[src/rtl/uart_tx.sv]
// uart_tx: byte FIFO feeding an 8N1 UART serialiser on the CPU write port.
// Ports: clk, reset (async high), w_req/w_data in, w_busy/tx/overflow out.
module uart_tx #(
  parameter int CLKS_PER_BIT = 868,
  parameter int FIFO_DEPTH   = 4
) (
  input  logic       clk,
  input  logic       reset,
  input  logic       w_req,
  input  logic [7:0] w_data,
  output logic       w_busy,
  output logic       tx,
  output logic       overflow
);

  localparam int AW = $clog2(FIFO_DEPTH);
  localparam int CW = AW + 1;
  localparam int BW = $clog2(CLKS_PER_BIT);
  localparam logic [CW-1:0] FULL  = CW'(FIFO_DEPTH);
  localparam logic [BW-1:0] BLAST = BW'(CLKS_PER_BIT - 1);

  typedef enum logic [1:0] {
    S_IDLE,
    S_START,
    S_DATA,
    S_STOP
  } state_t;

  logic [7:0]    mem_q [FIFO_DEPTH];
  logic [AW-1:0] wptr_q, rptr_q;
  logic [CW-1:0] cnt_q, cnt_d;
  logic          ovf_q;

  state_t        state_q, state_d;
  logic [BW-1:0] baud_q, baud_d;
  logic [2:0]    bit_q, bit_d;
  logic [7:0]    sh_q, sh_d;
  logic          tx_q, tx_d;

  logic full, empty, push, pop, tick;

  assign full  = (cnt_q == FULL);
  assign empty = (cnt_q == '0);
  // acceptance is judged on the pre-pop count
  assign push  = w_req & ~full;
  assign tick  = (baud_q == BLAST);

  assign w_busy   = full;
  assign tx       = tx_q;
  assign overflow = ovf_q;

  always_comb begin
    cnt_d = cnt_q;
    unique case ({push, pop})
      2'b10:   cnt_d = cnt_q + CW'(1);
      2'b01:   cnt_d = cnt_q - CW'(1);
      default: cnt_d = cnt_q;
    endcase
  end

  // tx_d is the line level for the next cycle, so tx stays a flop
  always_comb begin
    state_d = state_q;
    baud_d  = baud_q;
    bit_d   = bit_q;
    sh_d    = sh_q;
    tx_d    = tx_q;
    pop     = 1'b0;
    unique case (state_q)
      S_IDLE: begin
        tx_d = 1'b1;
        if (!empty) begin
          pop     = 1'b1;
          sh_d    = mem_q[rptr_q];
          baud_d  = '0;
          bit_d   = '0;
          tx_d    = 1'b0;
          state_d = S_START;
        end
      end
      S_START: begin
        if (tick) begin
          baud_d  = '0;
          bit_d   = '0;
          tx_d    = sh_q[0];
          state_d = S_DATA;
        end else begin
          baud_d = baud_q + BW'(1);
        end
      end
      S_DATA: begin
        if (tick) begin
          baud_d = '0;
          if (bit_q == 3'd7) begin
            tx_d    = 1'b1;
            state_d = S_STOP;
          end else begin
            bit_d = bit_q + 3'd1;
            sh_d  = sh_q >> 1;
            tx_d  = sh_q[1];
          end
        end else begin
          baud_d = baud_q + BW'(1);
        end
      end
      S_STOP: begin
        if (tick) begin
          baud_d = '0;
          // chain straight into the next start bit when data waits
          if (!empty) begin
            pop     = 1'b1;
            sh_d    = mem_q[rptr_q];
            bit_d   = '0;
            tx_d    = 1'b0;
            state_d = S_START;
          end else begin
            tx_d    = 1'b1;
            state_d = S_IDLE;
          end
        end else begin
          baud_d = baud_q + BW'(1);
        end
      end
      default: begin
        tx_d    = 1'b1;
        state_d = S_IDLE;
      end
    endcase
  end

  always_ff @(posedge clk) begin
    if (push) mem_q[wptr_q] <= w_data;
  end

  always_ff @(posedge clk or posedge reset) begin
    if (reset) begin
      state_q <= S_IDLE;
      baud_q  <= '0;
      bit_q   <= '0;
      sh_q    <= '0;
      tx_q    <= 1'b1;
      cnt_q   <= '0;
      wptr_q  <= '0;
      rptr_q  <= '0;
      ovf_q   <= 1'b0;
    end else begin
      state_q <= state_d;
      baud_q  <= baud_d;
      bit_q   <= bit_d;
      sh_q    <= sh_d;
      tx_q    <= tx_d;
      cnt_q   <= cnt_d;
      if (push) wptr_q <= wptr_q + AW'(1);
      if (pop)  rptr_q <= rptr_q + AW'(1);
      if (w_req && full) ovf_q <= 1'b1;
    end
  end

endmodule
[config.mk]
export PLATFORM = sky130hd
export DESIGN_NAME = uart_tx
export DESIGN_NICKNAME = d
export VERILOG_FILES = /design/src/rtl/uart_tx.sv
export SDC_FILE = /design/constraint.sdc
export NUM_CORES = 1
export LEC_CHECK = 0
export ABC_AREA = 1
export CAP_MARGIN = 10
export CORE_MARGIN = 8
export CORE_UTILIZATION = 45
export DETAILED_ROUTE_END_ITERATION = 10
export GPL_ROUTABILITY_DRIVEN = 0
export PLACE_DENSITY_LB_ADDON = 0.1
export SYNTH_ARGS = -nofsm -noshare
export SYNTH_HDL_FRONTEND = slang
export SYNTH_SLANG_ARGS = --single-unit
[constraint.sdc]
create_clock -name clk -period 3.3 [get_ports clk]
set_clock_uncertainty 0.2 [all_clocks]
set_input_delay 0.495 -clock clk [delete_from_list [all_inputs] [get_ports clk]]
set_output_delay 0.495 -clock clk [all_outputs]
set_load 0.02 [all_outputs]
======== Word-level counts from Yosys, hierarchy flattened ========
Memories as Yosys holds them, arrays and structs flattened.
Index checks and enable logic that the tools add are counted.
storage, ports and cells
  output and inout port bits .............. 3
  flip-flop bits (word level) ............. 32
  bits in writable memories ............... 32
  memories kept ........................... 1
operators by class
  $add $sub $neg .......................... 6
  eq/ne operators ......................... 14
  reductions and logical operators ........ 10
  muxes and demuxes ....................... 33
  bitwise logic cells ..................... 2
memory list
  name   depth  width  rd ports  clocked after Yosys merged registers in  write ports  line  RTL
  mem_q  4      8      1         0                                        1            29    logic [7:0] mem_q [FIFO_DEPTH];
operator list
  cell                                                              count
  8-bit 2-to-1 mux                                                  4
  8-bit one-hot mux with 3 select lines                             1
  10-bit 2-to-1 mux                                                 2
  10-bit one-hot mux with 2 select lines                            1
  3-bit 2-to-1 mux                                                  5
  2-bit inequality test (second input constant)                     6
  3-bit one-hot mux with 4 select lines                             1
  10-bit by 1-bit adder with 10-bit output (second input constant)  1
  10-bit == test (second input constant)                            1
  1-bit 2-to-1 mux                                                  10
  2-bit 2-to-1 mux                                                  5
  2-bit one-hot mux with 4 select lines                             1
  4-bit AND reduction                                               2
  3-bit by 1-bit adder with 3-bit output (second input constant)    2
  2-bit == test (second input constant)                             3
  3-bit == test (second input constant)                             2
  3-bit one-hot mux with 2 select lines                             1
  5-bit AND reduction                                               1
  2-bit by 1-bit adder with 2-bit output (second input constant)    2
  2-bit by 1-bit == test with 1-bit output (second input constant)  2
  1-bit one-hot mux with 4 select lines                             1
  3-bit logical NOT                                                 1
  3-bit AND reduction                                               1
  3-bit nonzero test                                                1
  other kinds (8)                                                   8

======== Depth between registers and ports, before layout ========
  depth in word-level cells ............... 6
  depth in mapped cells ................... 13
  depth with buffers taken out ............ 13

======== Worst setup path after synthesis ========
Ideal clock, no wire load.
  path type ............................... register to register
  start point ............................. register state_q[0]
  end point ............................... register cnt_q[2]
  setup time .............................. 0.131 ns
  arrival time ............................ 2.082 ns
  path slack .............................. 0.887 ns
  buffers on the path ..................... 0
  cell stages (with the launch flop) ...... 12
  cells stage by stage .................... dfrtp_1 -> inv_1 -> ha_1 -> nor2_1 -> nand2_1 -> inv_1 -> ha_1 -> inv_1 -> fa_1 -> a21oi_1 -> o21ai_0 -> xor2_1
between the ends
  longest elaborated chain between the ends .. 4
  elaborated cells between the ends (all ways) .. 7
RTL lines
  item                                                                         line  RTL
  from (decl)                                                                  34    state_t state_q, state_d;
  from (signal assigned)                                                       147   state_q <= state_d;
  2-bit == test or 2-bit logical NOT (tied branches)                           69    unique case (state_q)
  1-bit one-hot mux with 2 select lines (*)                                    69
  via pop                                                                      40    logic full, empty, push, pop, tick;
  2-bit by 1-bit == test with 1-bit output or 2-bit == test (tied branches)    54    unique case ({push, pop})
  3-bit one-hot mux with 2 select lines or 2-bit nonzero test (tied branches)  n/a
  to (signal assigned)                                                         152   cnt_q <= cnt_d;
  to (decl)                                                                    31    logic [CW-1:0] cnt_q, cnt_d;
Mark *: on every way through the listed nets, which the timed path passes. The rest lies on a longest branch.
A chain may end at the register's enable or synchronous reset.

======== Worst setup path in the final report ========
Same ends and word-level chain as after synthesis.

==> flow_summary_export.csv <==
group,metric,value,unit
sta,worst_slew_pin_slew,0.711,ns
sta,slew_headroom,52.4,%
synthesis,synth_area_leader_cell,"edfxtp_1",
finish,nets,392,
synthesis,async_reset_ff_share,50.0,%
setup_path,cp-end-kind,"flop",
finish,fin_area,3620,um2
sta,setup_violations,0,
route,drcViolationCount,0,
global_route,antenna_found_initial,0,
sta,hold_slack,0.279,ns
clock_tree,cts.sinks,64,
clock_tree,cts_buffer_depth,2,
synthesis,yosys.area_share.simple,27.0,%
setup_path,critPathArrivalTime,2.66,ns
global_route,grt_pass1_vias,2232,
synthesis,syn_avg_cell_area,9.30,um2
setup_path,r2r_end,"cnt_q[2]",
synthesis,yosysWarningCount,0,
pwr,peakVddDrop,0.468,mV
synthesis,synth-adder-area-share,6.10,%
synthesis,netlist_area,3200,um2
synthesis,synthesis.nets,370,
clock_tree,cts_resized,0,
synthesis,synth_common_cells,"nand2_1 (118), nand3_1 (35), inv_1 (34)",
sta,max_freq,381,MHz
clock_tree,clock_tree.htree_level_count,3,
synthesis,synth_xor_area_share,1.37,%
setup_path,crit_start,"state_q[0]",
route,first_pass_iters,4,
placement,portBuffers,13,
synthesis,synth-compound-area-share,4.89,%
setup_path,ff2ff_path_depth,11,
sta,finalCritPeriodShare,79.5,%
die,initial_core_util,46.8,%
route,ant_nets,0,
synthesis,synthMostInstantiatedCell,"nand2_1",
finish,postLayoutCoreUtil,53.1,%
die,core,6830,um2
synthesis,syn_inst,344,
min_path,min_to,"overflow",
setup_path,crit_fanout,6,
setup_path,rr_startpoint,"state_q[0]",
finish,nFillCells,645,
synthesis,ys_ff_latch,64,
route,vias_per_cell,4.76,
sta,hold_viol,0,
setup_path,crit_chain,"inv_1 -> ha_1 -> nor2_1 -> nand2_1 -> inv_1 -> ha_1 -> inv_1 -> fa_1 -> a21oi_1 -> o21ai_0 -> xor2_1",
global_route,grt_overflow,0,
min_path,worst_hold_path_type,"reg -> reg",
sta,rsz0062_at_grt,"false",
route,drt_wl_total,6.08,mm
pwr,p_leak,1.65,nW
synthesis,synth_edf_count,32,
placement,dp_hpwl,4.30,mm
synthesis,synthFlopType,"edfxtp_1",
die,ios,14,
route,drtIter0Drc,65,
clock_tree,path_clk_slew,0.08,ns
setup_path,slowest_stage,"dfrtp_1",
setup_path,required,3.33,ns
setup_path,crit_cells,11,
clock_tree,cts_inserted_buffers,9,
clock_tree,cts_setup_buffers,0,
synthesis,ys_seq_area_share,55.1,%
setup_path,cp_common_cell,"inv_1",
global_route,grt_usage,13.5,%
min_path,holdPathStages,1,
setup_path,slowest_delay,0.44,ns
die,rows,30,
global_route,grt_pass1_wl,10.7,mm
setup_path,rrSetupSlack,0.68,ns
clock_tree,cts_tree,"built",
finish,drive_gt1_share,11.3,%
die,die_area,10100,um2
sta,fin_crit,2.62,ns
min_path,min_from,"overflow",
setup_path,start_kind,"flop",
synthesis,yosysTopAreaCellShare,30.0,%
global_route,grt_max_degree,20,
setup_path,path_buf_inv,3,
finish,insertedDiodeCount,0,
die,die_h,100,um
synthesis,synth_area_leaders,"edfxtp_1 (30%), dfrtp_1 (24%), nand2_1 (14%)",
clock_tree,insertion_delay,0.35,ns
setup_path,criticalPathCategory,"reg -> reg",
sta,tns,0,ns
synthesis,synthMuxAreaShare,0,%
route,wl_per_cell,13.0,um
synthesis,netlist-cell-type-count,33,
route,num_vias,2224,
finish,area_growth,13.3,%
placement,place_area,3450,um2
pwr,power.density,534,nW/um2
sta,maxSlewViolCount,0,
die,die_w,100,um
clock_tree,cts-root-buf,"clkbuf_8",
outcome,outcome,"finished, final reports clean",
job,drv_cap,0,
setup_path,cp_top_family,"adder cells",
clock_tree,postCtsHoldBufs,0,
synthesis,synth_top_family_by_area,"simple AND/OR/NAND/NOR gates",
-- flip-flops by register name, summed over array words and instances, names as in the netlist --
signal / flops
mem_q: 32
baud_q: 10
sh_q: 8
bit_q: 3
cnt_q: 3
rptr_q: 2
state_q: 2
wptr_q: 2
overflow: 1
tx: 1
-- power breakdown --
part / leakage, nW / internal, mW / total, mW / switching [mW]
combinational: 0.880 / 0.117 / 0.319 / 0.202
clock: 0.0862 / 0.278 / 0.608 / 0.330
sequential: 0.681 / 0.959 / 1.01 / 0.0484
total: 1.65 / 1.35 / 1.93 / 0.581
-- cell usage in the layout, fill, tap and decap left out, drive strengths merged --
cell type	count
a21o	1
a21oi	6
a31o	1
buf	4
clkbuf	9
clkdlybuf4s50	13
clkinv	3
clkinvlp	2
dfrtp	31
dfstp	1
edfxtp	32
fa	1
ha	14
inv	40
nand2	124
nand3	38
nand3b	2
nand4	3
nor2	22
nor3	1
o21ai	13
o21bai	3
or2	2
xnor2	1
xor2	4
-- layout make-up --
| cell class | count | area (um2) | share of cell area [%] |
|---|---|---|---|
| Timing Repair Buffer | 17 | 160 | 4.42 |
| Clock inverter | 7 | 55.1 | 1.52 |
| Sequential cell | 64 | 1760 | 48.6 |
| Multi-Input combinational cell | 236 | 1260 | 34.8 |
| Clock buffer | 9 | 124 | 3.42 |
| Tap cell | 96 | 120 | 3.31 |
| Inverter | 38 | 143 | 3.94 |
-- per-layer routing --
metal	routed length, um	vias to the layer above	global-route usage (%)	part of all wire (%)
met5	0	-	0	0
met4	72	0	4.65	1.2
met3	202	7	4.36	3.3
met2	3040	26	23.0	50
met1	2770	1030	15.6	46
li1	-	1161	-	-
-- stage by stage --
| step | cells | power, mW | worst slack [ns] |
|---|---|---|---|
| 3_5_place_dp | 451 | 1.35 | 0.648 |
| 5_1_grt | 467 | 2.04 | 0.447 |
| 2_1_floorplan | 344 | 1.23 | 0.887 |
| 3_3_place_gp | 451 | 1.34 | 0.769 |
| 6_report | 467 | 1.93 | 0.676 |
| 4_1_cts | 467 | 1.96 | 0.666 |
-- worst max-delay path by stage --
stage | to | slack, ns
2_1_floorplan | cnt_q[2] | 0.89
3_3_place_gp | cnt_q[2] | 0.77
3_5_place_dp | cnt_q[2] | 0.65
4_1_cts | cnt_q[2] | 0.67
5_1_grt | cnt_q[2] | 0.45
6_report | cnt_q[2] | 0.68
-- worst reg2reg max path: cells and delay by family (launching register included) --
family                     cells  cell delay, ns
AOI/OAI and AO/OA              2            0.26
adders and majority gates      3            0.86
xor gates and xnor gates       1            0.15
buffers and inverters          3            0.26
DFF                            1            0.44
and+or+nand+nor                2            0.35
-- cells by family after synthesis --
logic type | Yosys count
fa+ha+maj | 15
simple gates | 192
compound gates | 24
buf+inv | 44
xor+xnor | 5
flops | 64
Power figures use the tool's default switching activity.
